## src/rtl/pipeline_hazard_ctrl_pkg.sv

```systemverilog
// Shared types and constants for the pipeline hazard controller:
// FSM state encoding, control-output bundle, statistics counter width.
package pipeline_hazard_ctrl_pkg;

  localparam int unsigned CNT_W = 16;
  localparam logic [CNT_W-1:0] CNT_MAX = {CNT_W{1'b1}};

  typedef enum logic [1:0] {
    ST_RUN        = 2'd0,
    ST_LOAD_STALL = 2'd1,
    ST_FLUSH      = 2'd2,
    ST_MEM_WAIT   = 2'd3
  } hz_state_e;

  typedef struct packed {
    logic pc_write;
    logic ifid_write;
    logic ifid_flush;
    logic idex_bubble;
    logic idex_hold;
    logic exmem_hold;
  } hz_ctrl_t;

  // Increment by one when enabled, sticking at the all-ones value.
  function automatic logic [CNT_W-1:0] sat_inc(input logic [CNT_W-1:0] cnt, input logic en);
    if (en && (cnt != CNT_MAX)) begin
      return cnt + CNT_W'(1);
    end else begin
      return cnt;
    end
  endfunction

endpackage

```

## src/rtl/pipeline_hazard_ctrl_if.sv

```systemverilog
// Hazard-detection inputs from the pipeline registers and the stall/flush
// controls and statistics returned by the controller.
interface pipeline_hazard_ctrl_if;

  logic        idexMemoryRead;
  logic [4:0]  idexRt;
  logic [4:0]  ifidRs;
  logic [4:0]  ifidRt;
  logic        ifidUsesRt;
  logic        branchTaken;
  logic        memoryBusy;
  logic        statClear;
  logic        pcWrite;
  logic        ifidWrite;
  logic        ifidFlush;
  logic        idexBubble;
  logic        idexHold;
  logic        exmemHold;
  logic [15:0] stallCycles;
  logic [15:0] flushCount;
  logic [1:0]  state;

  modport master (
    output idexMemoryRead, idexRt, ifidRs, ifidRt, ifidUsesRt,
           branchTaken, memoryBusy, statClear,
    input  pcWrite, ifidWrite, ifidFlush, idexBubble, idexHold, exmemHold,
           stallCycles, flushCount, state
  );

  modport slave (
    input  idexMemoryRead, idexRt, ifidRs, ifidRt, ifidUsesRt,
           branchTaken, memoryBusy, statClear,
    output pcWrite, ifidWrite, ifidFlush, idexBubble, idexHold, exmemHold,
           stallCycles, flushCount, state
  );

endinterface

```

## src/rtl/pipeline_hazard_ctrl_load_use_compare.sv

```systemverilog
// Load-use detector: the load in ID/EX writes a register the IF/ID
// instruction reads. Register 0 never creates a dependency.
module load_use_compare (
  input  logic       i_mem_read,
  input  logic [4:0] i_idex_rt,
  input  logic [4:0] i_ifid_rs,
  input  logic [4:0] i_ifid_rt,
  input  logic       i_ifid_uses_rt,
  output logic       o_hit
);

  logic w_rs_match;
  logic w_rt_match;

  assign w_rs_match = (i_idex_rt == i_ifid_rs);
  assign w_rt_match = i_ifid_uses_rt && (i_idex_rt == i_ifid_rt);
  assign o_hit      = i_mem_read && (i_idex_rt != 5'd0) && (w_rs_match || w_rt_match);

endmodule

```

## src/rtl/pipeline_hazard_ctrl.sv

```systemverilog
// Pipeline hazard controller: Mealy FSM arbitrating memory wait, taken
// branch and load-use stalls, plus saturating stall/flush statistics.
module pipeline_hazard_ctrl
  import pipeline_hazard_ctrl_pkg::*;
(
  input logic                 clock,
  input logic                 reset,
  pipeline_hazard_ctrl_if.slave bus
);

  hz_state_e        r_state;
  hz_state_e        w_next_state;
  hz_ctrl_t         w_ctrl;
  logic             w_hit;
  logic             w_masked;
  logic [CNT_W-1:0] r_stall_cycles;
  logic [CNT_W-1:0] r_flush_count;

  load_use_compare u_load_use (
    .i_mem_read     (bus.idexMemoryRead),
    .i_idex_rt      (bus.idexRt),
    .i_ifid_rs      (bus.ifidRs),
    .i_ifid_rt      (bus.ifidRt),
    .i_ifid_uses_rt (bus.ifidUsesRt),
    .o_hit          (w_hit)
  );

  // State register.
  always_ff @(posedge clock or posedge reset) begin
    if (reset) begin
      r_state <= ST_RUN;
    end else begin
      r_state <= w_next_state;
    end
  end

  // The cycle after a stall or flush already inserted a bubble, so the
  // same load-use pair must not stall twice.
  always_comb begin
    case (r_state)
      ST_LOAD_STALL, ST_FLUSH: w_masked = 1'b1;
      default:                 w_masked = 1'b0;
    endcase
  end

  // Next-state selection, priority memoryBusy > branchTaken > load-use.
  always_comb begin
    w_next_state = ST_RUN;
    if (bus.memoryBusy) begin
      w_next_state = ST_MEM_WAIT;
    end else if (bus.branchTaken) begin
      w_next_state = ST_FLUSH;
    end else if (w_hit && !w_masked) begin
      w_next_state = ST_LOAD_STALL;
    end else begin
      w_next_state = ST_RUN;
    end
  end

  // Control outputs; reset drives the pipeline into a safe bubbling state.
  always_comb begin
    w_ctrl = '{pc_write: 1'b1, ifid_write: 1'b1, ifid_flush: 1'b0,
               idex_bubble: 1'b0, idex_hold: 1'b0, exmem_hold: 1'b0};
    if (reset) begin
      w_ctrl = '{pc_write: 1'b0, ifid_write: 1'b0, ifid_flush: 1'b1,
                 idex_bubble: 1'b1, idex_hold: 1'b0, exmem_hold: 1'b0};
    end else if (bus.memoryBusy) begin
      w_ctrl = '{pc_write: 1'b0, ifid_write: 1'b0, ifid_flush: 1'b0,
                 idex_bubble: 1'b0, idex_hold: 1'b1, exmem_hold: 1'b1};
    end else if (bus.branchTaken) begin
      w_ctrl.ifid_flush  = 1'b1;
      w_ctrl.idex_bubble = 1'b1;
    end else if (w_hit && !w_masked) begin
      w_ctrl.pc_write    = 1'b0;
      w_ctrl.ifid_write  = 1'b0;
      w_ctrl.idex_bubble = 1'b1;
    end else begin
      w_ctrl.pc_write    = 1'b1;
    end
  end

  // Statistics counters; statClear wins over any increment.
  always_ff @(posedge clock or posedge reset) begin
    if (reset) begin
      r_stall_cycles <= '0;
      r_flush_count  <= '0;
    end else if (bus.statClear) begin
      r_stall_cycles <= '0;
      r_flush_count  <= '0;
    end else begin
      r_stall_cycles <= sat_inc(r_stall_cycles, !w_ctrl.pc_write);
      r_flush_count  <= sat_inc(r_flush_count, w_ctrl.ifid_flush);
    end
  end

  assign bus.pcWrite     = w_ctrl.pc_write;
  assign bus.ifidWrite   = w_ctrl.ifid_write;
  assign bus.ifidFlush   = w_ctrl.ifid_flush;
  assign bus.idexBubble  = w_ctrl.idex_bubble;
  assign bus.idexHold    = w_ctrl.idex_hold;
  assign bus.exmemHold   = w_ctrl.exmem_hold;
  assign bus.stallCycles = r_stall_cycles;
  assign bus.flushCount  = r_flush_count;
  assign bus.state       = r_state;

endmodule

```

## src/flat_wrapper.sv

```systemverilog
// flat-port wrapper written by rule: the top's interface ports become plain ports
module pipeline_hazard_ctrl_flat import pipeline_hazard_ctrl_pkg::*;
  (clock, reset, bus_idexMemoryRead, bus_idexRt, bus_ifidRs, bus_ifidRt, bus_ifidUsesRt, bus_branchTaken, bus_memoryBusy, bus_statClear, bus_pcWrite, bus_ifidWrite, bus_ifidFlush, bus_idexBubble, bus_idexHold, bus_exmemHold, bus_stallCycles, bus_flushCount, bus_state);
  pipeline_hazard_ctrl_if bus_i ();
  input logic clock;
  input logic reset;
  input wire logic [$bits(bus_i.idexMemoryRead)-1:0] bus_idexMemoryRead;
  input wire logic [$bits(bus_i.idexRt)-1:0] bus_idexRt;
  input wire logic [$bits(bus_i.ifidRs)-1:0] bus_ifidRs;
  input wire logic [$bits(bus_i.ifidRt)-1:0] bus_ifidRt;
  input wire logic [$bits(bus_i.ifidUsesRt)-1:0] bus_ifidUsesRt;
  input wire logic [$bits(bus_i.branchTaken)-1:0] bus_branchTaken;
  input wire logic [$bits(bus_i.memoryBusy)-1:0] bus_memoryBusy;
  input wire logic [$bits(bus_i.statClear)-1:0] bus_statClear;
  output wire logic [$bits(bus_i.pcWrite)-1:0] bus_pcWrite;
  output wire logic [$bits(bus_i.ifidWrite)-1:0] bus_ifidWrite;
  output wire logic [$bits(bus_i.ifidFlush)-1:0] bus_ifidFlush;
  output wire logic [$bits(bus_i.idexBubble)-1:0] bus_idexBubble;
  output wire logic [$bits(bus_i.idexHold)-1:0] bus_idexHold;
  output wire logic [$bits(bus_i.exmemHold)-1:0] bus_exmemHold;
  output wire logic [$bits(bus_i.stallCycles)-1:0] bus_stallCycles;
  output wire logic [$bits(bus_i.flushCount)-1:0] bus_flushCount;
  output wire logic [$bits(bus_i.state)-1:0] bus_state;
  assign bus_i.idexMemoryRead = bus_idexMemoryRead;
  assign bus_i.idexRt = bus_idexRt;
  assign bus_i.ifidRs = bus_ifidRs;
  assign bus_i.ifidRt = bus_ifidRt;
  assign bus_i.ifidUsesRt = bus_ifidUsesRt;
  assign bus_i.branchTaken = bus_branchTaken;
  assign bus_i.memoryBusy = bus_memoryBusy;
  assign bus_i.statClear = bus_statClear;
  assign bus_pcWrite = bus_i.pcWrite;
  assign bus_ifidWrite = bus_i.ifidWrite;
  assign bus_ifidFlush = bus_i.ifidFlush;
  assign bus_idexBubble = bus_i.idexBubble;
  assign bus_idexHold = bus_i.idexHold;
  assign bus_exmemHold = bus_i.exmemHold;
  assign bus_stallCycles = bus_i.stallCycles;
  assign bus_flushCount = bus_i.flushCount;
  assign bus_state = bus_i.state;
  pipeline_hazard_ctrl u_core (.clock(clock), .reset(reset), .bus(bus_i));
endmodule
```

## config.mk

```make
export PLATFORM = sky130hd
export DESIGN_NAME = pipeline_hazard_ctrl_flat
export DESIGN_NICKNAME = d
export VERILOG_FILES = /design/src/rtl/pipeline_hazard_ctrl_pkg.sv /design/src/rtl/pipeline_hazard_ctrl_if.sv /design/src/rtl/pipeline_hazard_ctrl_load_use_compare.sv /design/src/rtl/pipeline_hazard_ctrl.sv /design/src/flat_wrapper.sv
export SDC_FILE = /design/constraint.sdc
export NUM_CORES = 1
export LEC_CHECK = 0
export CORE_MARGIN = 4
export CORE_UTILIZATION = 63
export CTS_CLUSTER_DIAMETER = 120
export CTS_CLUSTER_SIZE = 25
export DETAILED_ROUTE_END_ITERATION = 6
export DONT_BUFFER_PORTS = 1
export GPL_TIMING_DRIVEN = 0
export PLACE_DENSITY = 0.89
export SLEW_MARGIN = 20
export SYNTH_ARGS = -nofsm -noshare
export SYNTH_HDL_FRONTEND = slang
export SYNTH_SLANG_ARGS = --single-unit
```

## constraint.sdc

```tcl
create_clock -name clock -period 3.1 [get_ports clock]
set_clock_uncertainty 0.1 [all_clocks]
set_input_delay 0.62 -clock clock [delete_from_list [all_inputs] [get_ports clock]]
set_output_delay 0.62 -clock clock [all_outputs]
set_load 0.05 [all_outputs]
```

**Word level (Yosys, flattened, before mapping)**

Index checks and enable logic that the tools add are counted.

- Output and inout port bits: 40
- Flip-flop bits (word level): 34
- Input port bits: 22

- Muxes and demuxes: 16
- Equality and inequality tests: 6
- Reduce and logical (&&, ||, !) cells: 13
- Add/subtract/negate cells: 2

Operators with widths:

| operator | number |
|---|---|
| $mux 16 | 4 |
| $add 16x1->16 const B | 2 |
| $ne 16x16->1 const B | 2 |
| $eq 5x5->1 | 2 |
| $mux 2 | 4 |
| $logic_and 1x1->1 | 6 |
| $mux 1 | 6 |
| $mux 6 | 1 |
| $reduce_bool 5->1 | 1 |
| $mux 4 | 1 |
| $reduce_bool 2->1 | 2 |
| $eq 2x1->1 const B | 1 |
| $eq 2x2->1 const B | 1 |
| $logic_not 1->1 | 2 |
| $reduce_or 2->1 | 1 |
| $logic_or 1x1->1 | 1 |

**Longest topological paths before layout**

- Depth in word-level cells: 13
- Mapped depth: 9
- Depth with buffers taken out: 7

**Cells and area by module**

Synthesis repeated with hierarchy kept, for this count alone.

- Cell total of the unflattened synthesis: 239
- Area total of the unflattened synthesis: 2265.9 um^2

Modules (own cells, without submodules):

| module | cells an instance | times used | area each (um^2) | seq. area each (um^2) |
|---|---|---|---|---|
| pipeline_hazard_ctrl | 222 | 1 | 2133.3 | 850.8 |
| load_use_compare | 17 | 1 | 132.6 | 0.0 |

**Least setup slack after synthesis**

No wires, ideal clock.

- Path type: in2out
- Start: input port bus_idexRt[1]
- End: output port bus_pcWrite
- Required time: 2.380 ns
- Stages: 8
- Slack: 0.088 ns
- Path buffers: 3
- Arrival: 2.292 ns
- Cells stage by stage: or4_1 -> o211ai_2 -> nor2_1 -> a211o_1 -> clkinv_2 -> buf_6 -> buf_6 -> buf_4

- Cells in the longest elaborated chain, start to end: 9
- Elaborated cells on any way between the ends: 12

Ends and longest elaborated chain:

| item | RTL line | source |
|---|---|---|
| from (decl) | flat_wrapper.sv:8 | `input wire logic [$bits(bus_i.idexRt)-1:0] bus_idexRt;` |
| $eq 5x5->1 | pipeline_hazard_ctrl_load_use_compare.sv:16 | `assign w_rt_match = i_ifid_uses_rt && (i_idex_rt == i_ifid_rt);` |
| $logic_and 1x1->1 | pipeline_hazard_ctrl_load_use_compare.sv:16 |  |
| $logic_or 1x1->1 | pipeline_hazard_ctrl_load_use_compare.sv:17 | `assign o_hit = i_mem_read && (i_idex_rt != 5'd0) && (w_rs_match \|\| w_rt_match);` |
| $logic_and 1x1->1 * | pipeline_hazard_ctrl_load_use_compare.sv:17 |  |
| $logic_and 1x1->1 * | pipeline_hazard_ctrl.sv:73 | `end else if (w_hit && !w_masked) begin` |
| $mux 1 * | pipeline_hazard_ctrl.sv:73 |  |
| $mux 2 * | pipeline_hazard_ctrl.sv:70 | `end else if (bus.branchTaken) begin` |
| $mux 4 * | pipeline_hazard_ctrl.sv:67 | `end else if (bus.memoryBusy) begin` |
| $mux 6 * | pipeline_hazard_ctrl.sv:64 | `if (reset) begin` |
| to (decl) | flat_wrapper.sv:15 | `output wire logic [$bits(bus_i.pcWrite)-1:0] bus_pcWrite;` |

Every way passes the cells marked *; elsewhere a longest branch is shown, timed or not.

**Worst setup path after layout**

Ends and elaborated chain as after synthesis.

==> results.yml <==
setup_path:
  cp-start-kind: "input pin"
  worstSetupPathType: "input pin to primary output"
  end_kind: "primary output"
  path_max_fanout: 11
  arrival_ns: 2.28
  r2r-start: "u_core.bus.stallCycles[0]"
  required_ns: 2.38
  reg2reg_slack_ns: 0.35
  reg2reg_depth: 8
  r2r_end: "u_core.bus.stallCycles[10]"
clock_tree:
  numCtsBuffers: 5
  clockRootBuffer: "clkbuf_4"
  cts_buffer_depth: 2
  cts_max_level: 2
  path_clk_slew_ns: 0.09
  cts_tree: "done"
  insertion_delay_ns: 0.33
  cts_num_sinks: 34
global_route:
  grtUsageTotal: 0.227
  antenna_found_initial: 0
  grt_pass1_vias: 1552
  grt_max_degree: 35
  overflow: 0
  grt_pass1_wl_um: 7270
logic_synthesis:
  yosysUniqueCellTypes: 39
  synth-seq-cells: 34
  yosysWarnings: 0
  syn_area_um2: 2010
  syn_inst: 224
  synth_nets: 248
  synth-seq-area-share: 0.423
  synth_edf_count: 0
  dominantRegCellSynth: "dfrtp_1"
  synth_area_per_cell_um2: 8.99
  async_reset_ff_frac: 1.00
place:
  gp_congestion: 0.947
  dp_hpwl_um: 3150
  place_inst: 268
  portBuffers: 0
layout:
  final_core_util: 0.705
  syn2layout_area_growth_pct: 6.96
  instances_no_fill: 276
  nFillCells: 248
  antennaDiodeCount: 0
  finalNetCount: 257
  drive_above_1_share: 0.112
timing:
  max_freq_ghz: 0.333
  tightest_slew_ns: 1.01
  hold_viol: 0
  report.final.slew_viol_count: 0
  post-route-min-period_ns: 3.00
  report.final.setup_viol: 0
  min_period_over_period: 0.969
  rsz0062_at_grt: "false"
  max-slew-margin-rel: 0.327
floorplanning:
  coreArea_um2: 3050
  die_h_um: 64.5
  dieArea_um2: 4160
  rows: 20
  initial_core_util: 0.659
  ioPinCount: 62
  die_w_um: 64.5
drt:
  drt_iter0_markers: 103
  via_per_inst: 5.92
  wl_per_cell_um: 15.5
  drtPass1Iterations: 4
  ant_nets: 0
  dr_total_vias: 1634
  wirelength_um: 4280
  drc: 0
flow_run:
  maxCapViolCount: 0
run_status:
  status: "finished clean"
min_path:
  hp-class: "input pin to asynchronous set/reset pin"
power:
  ir_drop_v: 0.000265
  total_leakage_power_nw: 0.841
  p_per_area_nw_per_um2: 384
-- metal layers --
layer,GRT usage,routed length [um],vias to the layer above,part of all wire
met5,0,0,-,0
met1,0.263,1700,763,0.40
met4,0.0792,67,0,0.016
met2,0.376,2150,55,0.50
li1,-,-,808,-
met3,0.0971,360,8,0.084
-- flip-flops by register name, indices dropped and copies added (netlist names) --
signal / flops
u_core.bus.flushCount: 16
u_core.bus.stallCycles: 16
u_core.bus.state: 2
-- timing repair --
action	CTS	global route
gates resized for setup	2	4
pin swaps	1	1
setup endpoints to repair	1	2
gates cloned	0	0
setup buffers	0	2
hold endpoints to repair	0	0
hold buffers	0	0
-- cells in the final DEF (no fill, tap or decap), types with 2 or more instances in the layout --
master,synthesis,layout
dfrtp_1,34,32
nor2_1,28,28
xnor2_1,19,19
nand2_1,18,18
nand3_1,15,15
a21oi_1,13,13
or4_1,8,8
clkbuf_1,7,7
nand4_1,7,7
nor3_1,7,7
o31ai_1,7,7
nor2b_1,6,6
clkbuf_4,0,5
nor4_1,4,4
xor2_1,4,4
or3_1,4,4
o21ai_0,5,4
and3_1,3,3
mux2_4,3,3
inv_1,4,3
o21ai_1,2,3
buf_4,2,3
and4_1,2,2
or2_2,2,2
mux2_2,2,2
and2_1,2,2
ha_1,2,2
dfrtp_2,0,2
-- area by class of cell --
class	instances	area, um^2	area share
Inverter	5	20.0	0.00930
Sequential cell	34	853	0.396
Multi-Input combinational cell	173	1070	0.499
Clock buffer	6	51.3	0.0238
Buffer	12	85.1	0.0395
Tap cell	44	55.1	0.0256
Timing Repair Buffer	2	15.0	0.00697
-- cell usage after synthesis, types with 5 or more instances --
master	n	area, um^2
dfrtp_1	34	851
nor2_1	28	105
xnor2_1	19	166
nand2_1	18	67.6
nand3_1	15	75.1
a21oi_1	13	65.1
or4_1	8	60.1
clkbuf_1	7	26.3
nand4_1	7	43.8
nor3_1	7	35.0
o31ai_1	7	52.6
nor2b_1	6	37.5
o21ai_0	5	25.0
-- logic make-up after synthesis --
| group | after synthesis | share of synthesized area |
|---|---|---|
| flip-flops | 34 | 0.423 |
| multiplexers | 7 | 0.0441 |
| XOR/XNOR | 23 | 0.100 |
| adder cells (fa/ha/maj) | 2 | 0.0124 |
| AO/OA/AOI/OAI | 31 | 0.0932 |
| AND/OR/NAND/NOR | 110 | 0.283 |
| buffers and inverters | 17 | 0.0441 |
-- metrics by stage --
step                      setup TNS, ns  power [mW]  setup slack [ns]  hold slack [ns]  area (um^2)
final                                 0       0.826            0.0972            0.175         2150
after detailed placement        -0.0869       0.590           -0.0869            0.556         2070
after global routing                  0       0.871           0.00758            0.208         2150
after floorplan                       0       0.574            0.0883            0.627         2010
after CTS                             0       0.832            0.0177            0.187         2130
after global placement          -0.0816       0.588           -0.0816            0.632         2070
-- critical path, cell delays in order --
cell	delay [ns]
or4_1	0.53
o211ai_2	0.16
nor2_1	0.06
a211o_1	0.34
clkinv_2	0.10
buf_6	0.14
buf_12	0.17
buf_8	0.16
-- where the power goes --
| part | switching [mW] | leakage (nW) | internal [mW] | total (mW) |
|---|---|---|---|---|
| combinational | 0.0612 | 0.347 | 0.0342 | 0.0955 |
| sequential | 0.0396 | 0.464 | 0.451 | 0.490 |
| clock | 0.138 | 0.0302 | 0.102 | 0.240 |
-- worst max-delay path by stage --
stage                  start     endpoint  slack [ns]  cells after the start
3_5_place_dp   bus_idexRt[1]  bus_pcWrite       -0.09                      8
3_3_place_gp   bus_idexRt[1]  bus_pcWrite       -0.08                      8
4_1_cts        bus_idexRt[1]  bus_pcWrite        0.02                      8
5_1_grt        bus_idexRt[1]  bus_pcWrite       0.008                      8
6_report       bus_idexRt[1]  bus_pcWrite         0.1                      8
2_1_floorplan  bus_idexRt[1]  bus_pcWrite        0.09                      8
Power figures use the tool's default switching activity.
